--- src/rtl/hf_io_pkg.sv ---
// Shared types and helpers for the hf_io_hub peripheral conditioning block.
package hf_io_pkg;

  typedef logic [7:0] seg7_t;

  localparam seg7_t SEG_BLANK = 8'hFF;

  typedef enum logic {
    BLINK_ON  = 1'b0,
    BLINK_OFF = 1'b1
  } blink_phase_t;

  // Active-low segments, bit7 = DP (left off), bits6:0 = g..a.
  function automatic seg7_t hex_to_seg(input logic [3:0] nibble);
    seg7_t seg;
    seg = SEG_BLANK;
    case (nibble)
      4'h0: seg = 8'hC0;
      4'h1: seg = 8'hF9;
      4'h2: seg = 8'hA4;
      4'h3: seg = 8'hB0;
      4'h4: seg = 8'h99;
      4'h5: seg = 8'h92;
      4'h6: seg = 8'h82;
      4'h7: seg = 8'hF8;
      4'h8: seg = 8'h80;
      4'h9: seg = 8'h90;
      4'hA: seg = 8'h88;
      4'hB: seg = 8'h83;
      4'hC: seg = 8'hC6;
      4'hD: seg = 8'hA1;
      4'hE: seg = 8'h86;
      4'hF: seg = 8'h8E;
      default: seg = SEG_BLANK;
    endcase
    return seg;
  endfunction

endpackage

--- src/rtl/hf_debounce.sv ---
// Two-flop synchroniser plus per-bit counter debounce with registered rise/fall pulses.
module hf_debounce
  import hf_io_pkg::*;
#(
  parameter int unsigned WIDTH   = 1,
  parameter int unsigned CYCLES  = 2,
  parameter logic        RST_VAL = 1'b0,
  parameter logic        INVERT  = 1'b0
) (
  input  logic             clk,
  input  logic             reset,
  input  logic [WIDTH-1:0] raw,
  output logic [WIDTH-1:0] d,
  output logic [WIDTH-1:0] rise,
  output logic [WIDTH-1:0] fall
);

  localparam int unsigned     CW   = $clog2(CYCLES);
  localparam logic [CW-1:0]   LAST = CW'(CYCLES - 1);

  logic [WIDTH-1:0] sync1;
  logic [WIDTH-1:0] sync2;
  logic [WIDTH-1:0] s;
  logic [WIDTH-1:0] d_next;
  logic [CW-1:0]    cnt      [WIDTH];
  logic [CW-1:0]    cnt_next [WIDTH];

  always_ff @(posedge clk) begin
    if (reset) begin
      sync1 <= {WIDTH{RST_VAL}};
      sync2 <= {WIDTH{RST_VAL}};
    end else begin
      sync1 <= raw;
      sync2 <= sync1;
    end
  end

  // Polarity is flipped only after the synchroniser so the first flop sees the pin directly.
  always_comb begin
    s = sync2 ^ {WIDTH{INVERT}};
  end

  always_comb begin
    d_next = d;
    for (int unsigned i = 0; i < WIDTH; i++) begin
      cnt_next[i] = '0;
      if (s[i] != d[i]) begin
        if (cnt[i] == LAST) begin
          d_next[i] = s[i];
        end else begin
          cnt_next[i] = cnt[i] + CW'(1);
        end
      end
    end
  end

  always_ff @(posedge clk) begin
    if (reset) begin
      d    <= '0;
      rise <= '0;
      fall <= '0;
      for (int unsigned i = 0; i < WIDTH; i++) begin
        cnt[i] <= '0;
      end
    end else begin
      d    <= d_next;
      rise <= d_next & ~d;
      fall <= ~d_next & d;
      for (int unsigned i = 0; i < WIDTH; i++) begin
        cnt[i] <= cnt_next[i];
      end
    end
  end

endmodule

--- src/rtl/hf_io_hub.sv ---
// Peripheral conditioning hub: debounced switches/keys, seven-segment drive with blink,
// and tear-free capture of the pin_ip parameter words.
module hf_io_hub
  import hf_io_pkg::*;
#(
  parameter int unsigned NUM_SW          = 10,
  parameter int unsigned NUM_KEY         = 2,
  parameter int unsigned NUM_DIGITS      = 6,
  parameter int unsigned NUM_PARAM       = 3,
  parameter int unsigned PARAM_W         = 32,
  parameter int unsigned DEBOUNCE_CYCLES = 500000,
  parameter int unsigned BLINK_CYCLES    = 12500000
) (
  input  logic                         max10_clk1_50,
  input  logic                         reset,
  input  logic [NUM_SW-1:0]            sw_raw,
  input  logic [NUM_KEY-1:0]           key_n_raw,
  output logic [NUM_SW-1:0]            sw_db,
  output logic [NUM_KEY-1:0]           key_db,
  output logic [NUM_KEY-1:0]           key_press,
  output logic [NUM_KEY-1:0]           key_release,
  input  logic [4*NUM_DIGITS-1:0]      hex_value,
  input  logic [NUM_DIGITS-1:0]        hex_blank,
  input  logic [NUM_DIGITS-1:0]        hex_blink,
  input  logic [NUM_DIGITS-1:0]        hex_dp,
  output logic [8*NUM_DIGITS-1:0]      hex_seg,
  input  logic [NUM_PARAM*PARAM_W-1:0] param_raw,
  output logic [NUM_PARAM*PARAM_W-1:0] param_q,
  output logic [NUM_PARAM-1:0]         param_upd
);

  localparam int unsigned   BW         = $clog2(BLINK_CYCLES);
  localparam logic [BW-1:0] BLINK_LAST = BW'(BLINK_CYCLES - 1);

  logic [NUM_SW-1:0] sw_rise_unused;
  logic [NUM_SW-1:0] sw_fall_unused;

  hf_debounce #(
    .WIDTH   (NUM_SW),
    .CYCLES  (DEBOUNCE_CYCLES),
    .RST_VAL (1'b0),
    .INVERT  (1'b0)
  ) u_sw_debounce (
    .clk   (max10_clk1_50),
    .reset (reset),
    .raw   (sw_raw),
    .d     (sw_db),
    .rise  (sw_rise_unused),
    .fall  (sw_fall_unused)
  );

  // Keys idle high on the pins; syncs reset to released, output is 1 = pressed.
  hf_debounce #(
    .WIDTH   (NUM_KEY),
    .CYCLES  (DEBOUNCE_CYCLES),
    .RST_VAL (1'b1),
    .INVERT  (1'b1)
  ) u_key_debounce (
    .clk   (max10_clk1_50),
    .reset (reset),
    .raw   (key_n_raw),
    .d     (key_db),
    .rise  (key_press),
    .fall  (key_release)
  );

  logic [BW-1:0]  blink_cnt;
  blink_phase_t   blink_phase;

  always_ff @(posedge max10_clk1_50) begin
    if (reset) begin
      blink_cnt   <= '0;
      blink_phase <= BLINK_ON;
    end else if (blink_cnt == BLINK_LAST) begin
      blink_cnt   <= '0;
      blink_phase <= (blink_phase == BLINK_ON) ? BLINK_OFF : BLINK_ON;
    end else begin
      blink_cnt   <= blink_cnt + BW'(1);
    end
  end

  logic [8*NUM_DIGITS-1:0] seg_next;

  always_comb begin
    seg_next = '1;
    for (int unsigned i = 0; i < NUM_DIGITS; i++) begin
      seg_next[8*i +: 8] = hex_to_seg(hex_value[4*i +: 4]);
      if (hex_dp[i]) begin
        seg_next[8*i + 7] = 1'b0;
      end
      if (hex_blank[i] || (hex_blink[i] && blink_phase == BLINK_OFF)) begin
        seg_next[8*i +: 8] = SEG_BLANK;
      end
    end
  end

  always_ff @(posedge max10_clk1_50) begin
    if (reset) begin
      hex_seg <= '1;
    end else begin
      hex_seg <= seg_next;
    end
  end

  logic [NUM_PARAM*PARAM_W-1:0] param_s1;
  logic [NUM_PARAM*PARAM_W-1:0] param_s2;

  // A word is accepted only once two consecutive samples agree, so a word caught mid-write never lands.
  always_ff @(posedge max10_clk1_50) begin
    if (reset) begin
      param_s1  <= '0;
      param_s2  <= '0;
      param_q   <= '0;
      param_upd <= '0;
    end else begin
      param_s1 <= param_raw;
      param_s2 <= param_s1;
      for (int unsigned i = 0; i < NUM_PARAM; i++) begin
        if ((param_s1[i*PARAM_W +: PARAM_W] == param_s2[i*PARAM_W +: PARAM_W]) &&
            (param_s2[i*PARAM_W +: PARAM_W] != param_q[i*PARAM_W +: PARAM_W])) begin
          param_q[i*PARAM_W +: PARAM_W] <= param_s2[i*PARAM_W +: PARAM_W];
          param_upd[i]                  <= 1'b1;
        end else begin
          param_upd[i]                  <= 1'b0;
        end
      end
    end
  end

endmodule
--- config.mk ---
export PLATFORM = sky130hd
export DESIGN_NAME = hf_io_hub
export DESIGN_NICKNAME = d
export VERILOG_FILES = /design/src/rtl/hf_io_pkg.sv /design/src/rtl/hf_debounce.sv /design/src/rtl/hf_io_hub.sv
export SDC_FILE = /design/constraint.sdc
export NUM_CORES = 1
export LEC_CHECK = 0
export CORE_MARGIN = 3
export CORE_UTILIZATION = 35
export CTS_CLUSTER_DIAMETER = 80
export DETAILED_ROUTE_END_ITERATION = 12
export PLACE_DENSITY_LB_ADDON = 0.12
export SLEW_MARGIN = 25
export SYNTH_ARGS = -nofsm -noshare
export SYNTH_HDL_FRONTEND = slang
export SYNTH_HIERARCHICAL = 1
export SYNTH_SLANG_ARGS = --single-unit
export TNS_END_PERCENT = 30
--- constraint.sdc ---
create_clock -name max10_clk1_50 -period 2.8 [get_ports max10_clk1_50]
set_clock_uncertainty 0.15 [all_clocks]
set_input_delay 0.42 -clock max10_clk1_50 [delete_from_list [all_inputs] [get_ports max10_clk1_50]]
set_output_delay 0.42 -clock max10_clk1_50 [all_outputs]
set_load 0.005 [all_outputs]
==> flow_metrics.py, run 1 <==
metrics = {
    "clock_network": {
        "clkTransAtPathRegs_ns": 0.05,
        "cts.sinks": 632,
        "cts_buffers": 74,
        "postCtsSetupRepairBufs": 0,
        "cts_resized": 0,
        "cts.path.max_buffers": 3,
        "root_buffer": "clkbuf_16",
        "tritoncts": "built",
        "ctsHoldBuffers": 0,
        "insertion_delay_ns": 0.59,
        "htreeDepth": 3,
    },
    "drt": {
        "drt_wl_total_mm": 66.9,
        "drt_iter0_markers": 994,
        "dr.pass1.iters": 5,
        "vias_per_cell": 4.78,
        "drc_errors": 0,
        "via_count": 20200,
        "antenna_left": 0,
        "wl_per_cell_um": 15.8,
    },
    "sta": {
        "fin_setup_tns_ns": 0,
        "fin_hold_ws_ns": 0.116,
        "min_period_ns": 2.41,
        "maxSlewViolCount": 0,
        "rsz0062_at_grt": "false",
        "fin_ws_ns": 0.390,
        "slew_headroom_pct": 43.5,
        "worst_pin_slew_ns": 0.842,
        "post-route-period-util_pct": 86.1,
        "hold_viol_final": 0,
        "finalSetupViolations": 0,
        "timing.fmax_mhz": 415,
    },
    "die": {
        "start_util_pct": 35.5,
        "rows": 101,
        "core_area_mm2": 0.0763,
        "ioPinCount": 315,
        "dieWidth_um": 284,
        "die_area_mm2": 0.0807,
        "die_y_um": 284,
    },
    "worst_hold_path": {
        "hp-class": "input pin to flop",
    },
    "worst_setup_path": {
        "path_class": "flop to flop",
        "critPathSlowestCell": "nor4_1",
        "cpPeakStageDelay_ns": 0.58,
        "crit_path_end_kind": "flop",
        "critPathTopFamily": "simple AND/OR/NAND/NOR gates",
        "crit_arrival_ns": 2.78,
        "cp_num_buf_inv": 1,
        "cp-start-kind": "flop",
        "crit_chain": "xor2_1, nor4_1, nand4_1, a211oi_4, buf_4, mux2i_1",
        "r2r_slack_ns": 0.39,
        "required_ns": 3.17,
        "worstPathMaxFanout": 19,
    },
    "place": {
        "place_ws_ns": 0.441,
        "dp_cells": 4095,
        "dpl_cell_area_mm2": 0.0313,
        "place_congestion": 0.824,
        "hpwl_mm": 48.6,
        "io_buffers": 314,
    },
    "finish": {
        "seqCellArea_mm2": 0.0127,
        "final_nets": 3342,
        "drive_gt1_share_pct": 6.51,
        "utilization_pct": 44.3,
        "multi_input_area_mm2": 0.0137,
        "design_area_mm2": 0.0338,
        "fill_cells": 7376,
        "final_cells": 4230,
        "syn2layout_area_growth_pct": 24.9,
    },
    "grt": {
        "gr-total-overflow": 0,
        "grt_max_degree": 112,
        "grt_pass1_vias": 19700,
        "grt_first_pass_wirelength_mm": 105,
        "antenna_found_initial": 7,
        "track_usage_pct": 16.0,
    },
    "pwr": {
        "finalPower_mw": 20.1,
        "p_leak_nw": 11.5,
        "powerDensity_mw_per_mm2": 595,
        "irDropWorstVdd_uv": 391,
    },
    "yosys": {
        "syn_avg_cell_area_um2": 9.62,
        "synth_nets": 3016,
        "yosysWarningCount": 48,
        "netlist_instances": 2815,
        "syn_area_mm2": 0.0271,
    },
    "status": {
        "outcome": "complete, no violations",
    },
    "run": {
        "maxCapViolations": 0,
    },
}
==> layout by cell type (no fill, tap or decap), drive strengths merged, types with 67 or more instances in the layout <==
master and n:
nor4 67, xor2 170, dfxtp 632, nor2 225
mux2i 109, inv 69, xnor2 194, clkbuf 106
nand2 113, clkdlybuf4s50 313, nand3 92, nor2b 215
nand2b 214, nand4 103, a21oi 74
==> routing by layer <==
metal | track usage [%] | up-vias | part of all wire [%]
met1 | 20.9 | 9488 | 46
li1 | - | 10300 | -
met2 | 26.1 | 346 | 46
met3 | 3.62 | 108 | 5.2
met5 | 0 | - | 0.018
met4 | 5.66 | 2 | 2.8
==> flip-flops by register name, summed over array words and instances, names as in the netlist, 3 cells and up <==
register,count
hex_seg,48
u_key_debounce/cnt,38
u_sw_debounce/d,10
u_sw_debounce/cnt,190
u_sw_debounce/s,10
param_s1,96
param_q,96
param_upd,3
blink_cnt,24
param_s2,96
u_sw_debounce/sync1,10
==> final cells by class <==
class	count	area share [%]
Inverter	66	0.733
Sequential cell	632	37.4
Antenna cell	6	0.0444
Clock buffer	106	6.46
Multi-Input combinational cell	2013	40.5
Tap cell	1030	3.81
Timing Repair Buffer	354	10.2
Clock inverter	23	0.818
==> worst register-to-register path, delay by kind of cell (launching register included) <==
kind,cells,cell delay [ns]
AND/OR/NAND/NOR,2,0.84
multiplexers,1,0.24
buffers and inverters,1,0.37
AO/OA/AOI/OAI,1,0.22
flip-flops,1,0.35
XOR/XNOR,1,0.17
==> path summary, 6_finish.rpt <==
path | startpoint | to | cells after the start
setup / recovery | param_s2[11] | param_q[12] | 6
hold / removal | reset | param_s1[49] | 2
setup reg to reg | param_s2[11] | param_q[12] | 6
hold reg to reg | u_key_debounce/sync1[0] | u_key_debounce/sync2[0] | 1
==> report_power, final <==
group / leakage, nW / internal, mW / switching [mW]
clock network: 1.23 / 5.95 / 3.75
registers: 5.15 / 9.19 / 0.137
logic: 5.14 / 0.601 / 0.489
Power figures use the tool's default switching activity.
==> run 2, diff against run 1 <==
- CTS_CLUSTER_SIZE: default -> 12
- clock period: 2.8 -> 2.39 ns (I/O delays scaled with it)
==> run 2 against run 1 <==
Against the previous run:
- critical path depth fell by 5
- non-clock buffer count rose by 18
- hold slack got worse by 0.048 ns
- flip-flop and latch count did not move
- power rose by 2.2%
- clock-buffer cell count fell by 47
- combinational power rose by 19%
- via count fell by 0.83%
- critical path type is now flop to primary output
- largest cell class unchanged
==> flow_metrics.py, run 2 (synthesis gave the netlist of run 1 again) <==
metrics = {
    "grt": {
        "antenna_found_initial": 5,
        "track_usage_pct": 16.0,
        "gr-total-overflow": 0,
        "grt_first_pass_wirelength_mm": 106,
        "grt_pass1_vias": 19800,
        "grt_max_degree": 143,
    },
    "clock_network": {
        "cts.sinks": 632,
        "postCtsSetupRepairBufs": 0,
        "clkTransAtPathRegs_ns": 0.06,
        "cts_resized": 0,
        "htreeDepth": 2,
        "cts.path.max_buffers": 3,
        "insertion_delay_ns": 0.62,
        "root_buffer": "clkbuf_16",
        "cts_buffers": 59,
        "tritoncts": "built",
        "ctsHoldBuffers": 1,
    },
    "finish": {
        "largest-register": "u_sw_debounce/cnt",
        "drive_gt1_share_pct": 5.46,
        "final_cell_mix": "dfxtp_1 (632), clkdlybuf4s50_1 (313), nor2_1 (225)",
        "largest_reg_flops": 190,
        "final_cells": 4181,
        "final_common_cell": "dfxtp_1",
        "utilization_pct": 43.4,
        "final_nets": 3345,
        "syn2layout_area_growth_pct": 22.5,
    },
    "place": {
        "hpwl_mm": 48.9,
        "dp_cells": 4112,
        "io_buffers": 314,
        "place_ws_ns": 0.119,
        "place_congestion": 0.822,
    },
    "drt": {
        "via_count": 20000,
        "drt_iter0_markers": 892,
        "drt_wl_total_mm": 66.6,
        "wl_per_cell_um": 15.9,
        "dr.pass1.iters": 5,
        "drc_errors": 0,
        "vias_per_cell": 4.80,
        "antenna_left": 0,
    },
    "worst_setup_path": {
        "cp-start-kind": "flop",
        "worstPathMaxFanout": 1,
        "r2r_slack_ns": 0.19,
        "cpPeakStageDelay_ns": 0.59,
        "cp_num_buf_inv": 1,
        "required_ns": 1.88,
        "crit_chain": "clkdlybuf4s50_1",
        "r2r-start": "u_key_debounce/cnt[0][19]",
        "crit_start": "hex_seg[3]",
        "worstSetupEndpoint": "hex_seg[3]",
        "worstSetupPathDepth": 1,
        "critPathSlowestCell": "clkdlybuf4s50_1",
        "path_class": "flop to primary output",
        "crit_path_end_kind": "primary output",
        "critPathTopFamily": "buffers and inverters",
        "crit_arrival_ns": 1.78,
        "r2r_end": "u_key_debounce/cnt[0][37]",
        "reg2regPathDepth": 5,
    },
    "sta": {
        "slew_headroom_pct": 36.8,
        "fin_setup_tns_ns": 0,
        "worst_pin_slew_ns": 0.946,
        "finalSetupViolations": 0,
        "maxSlewViolCount": 0,
        "fin_hold_ws_ns": 0.0679,
        "post-route-period-util_pct": 95.6,
        "timing.fmax_mhz": 438,
        "hold_viol_final": 0,
        "min_period_ns": 2.28,
        "rsz0062_at_grt": "false",
        "fin_ws_ns": 0.106,
    },
    "run": {
        "maxCapViolations": 0,
    },
    "die": {
        "start_util_pct": 35.5,
        "ioPinCount": 315,
        "die_area_mm2": 0.0807,
        "die_y_um": 284,
        "dieWidth_um": 284,
        "core_area_mm2": 0.0763,
        "rows": 101,
    },
    "worst_hold_path": {
        "hp-class": "input pin to flop",
    },
    "pwr": {
        "powerDensity_mw_per_mm2": 621,
        "p_leak_nw": 11.2,
        "irDropWorstVdd_uv": 510,
    },
    "status": {
        "outcome": "complete, no violations",
    },
}
[run 2: cell type report]
class                      count  area [um2]
tap                         1030        1290
inverter                      66         248
clock buffer                  59        1480
antenna                        3        7.51
timing repair buffer         372        3720
multi-input combinational   2013       13700
fill                        7414       43200
sequential                   632       12700
clock inverter                 6        73.8
[run 2: through the flow]
step,power [mW],cell area [um2]
finish,20.6,33100
global route,21.5,33100
CTS,21.0,33100
detailed placement,12.5,31600
global placement,12.5,31600
floorplan,11.8,27100
[run 2: power breakdown]
part	total [mW]	internal, mW	switching [mW]
Combinational	1.30	0.726	0.576
Sequential	10.9	10.8	0.161
Clock	8.34	4.45	3.89
Total	20.6	15.9	4.63
[run 2: worst reg2reg max path: cells and delay by family, from the launching register on]
family,cells,cell delay [ns]
compound gates,1,0.14
fa+ha+maj,1,0.30
flops,1,0.40
simple gates,3,1.14
[run 2: worst min-delay path by stage]
stage	slack, ns	to	depth (start not counted)	start
final	0.07	hex_seg[15]	2	hex_dp[1]
after global routing	0.04	hex_seg[31]	2	hex_dp[3]
after CTS	0.02	hex_seg[15]	2	hex_dp[1]
after detailed placement	0.25	u_key_debounce/sync2[1]	1	u_key_debounce/sync1[1]
after global placement	0.25	u_key_debounce/sync2[1]	1	u_key_debounce/sync1[1]
after floorplan	0.24	u_key_debounce/sync2[0]	1	u_key_debounce/sync1[0]
[run 2: per-layer routing]
layer	track usage, %	vias to the layer above	share of wire, %
met5	0	-	0.014
li1	-	10200	-
met1	21.3	9407	47
met4	4.35	2	2.4
met2	26.8	317	47
met3	2.86	93	4.0
==> run 3, diff against run 2 <==
- ABC_AREA: default -> 0
==> results of run 3 <==
Same layout as run 2: the final DEF is identical, and so are final timing and power.
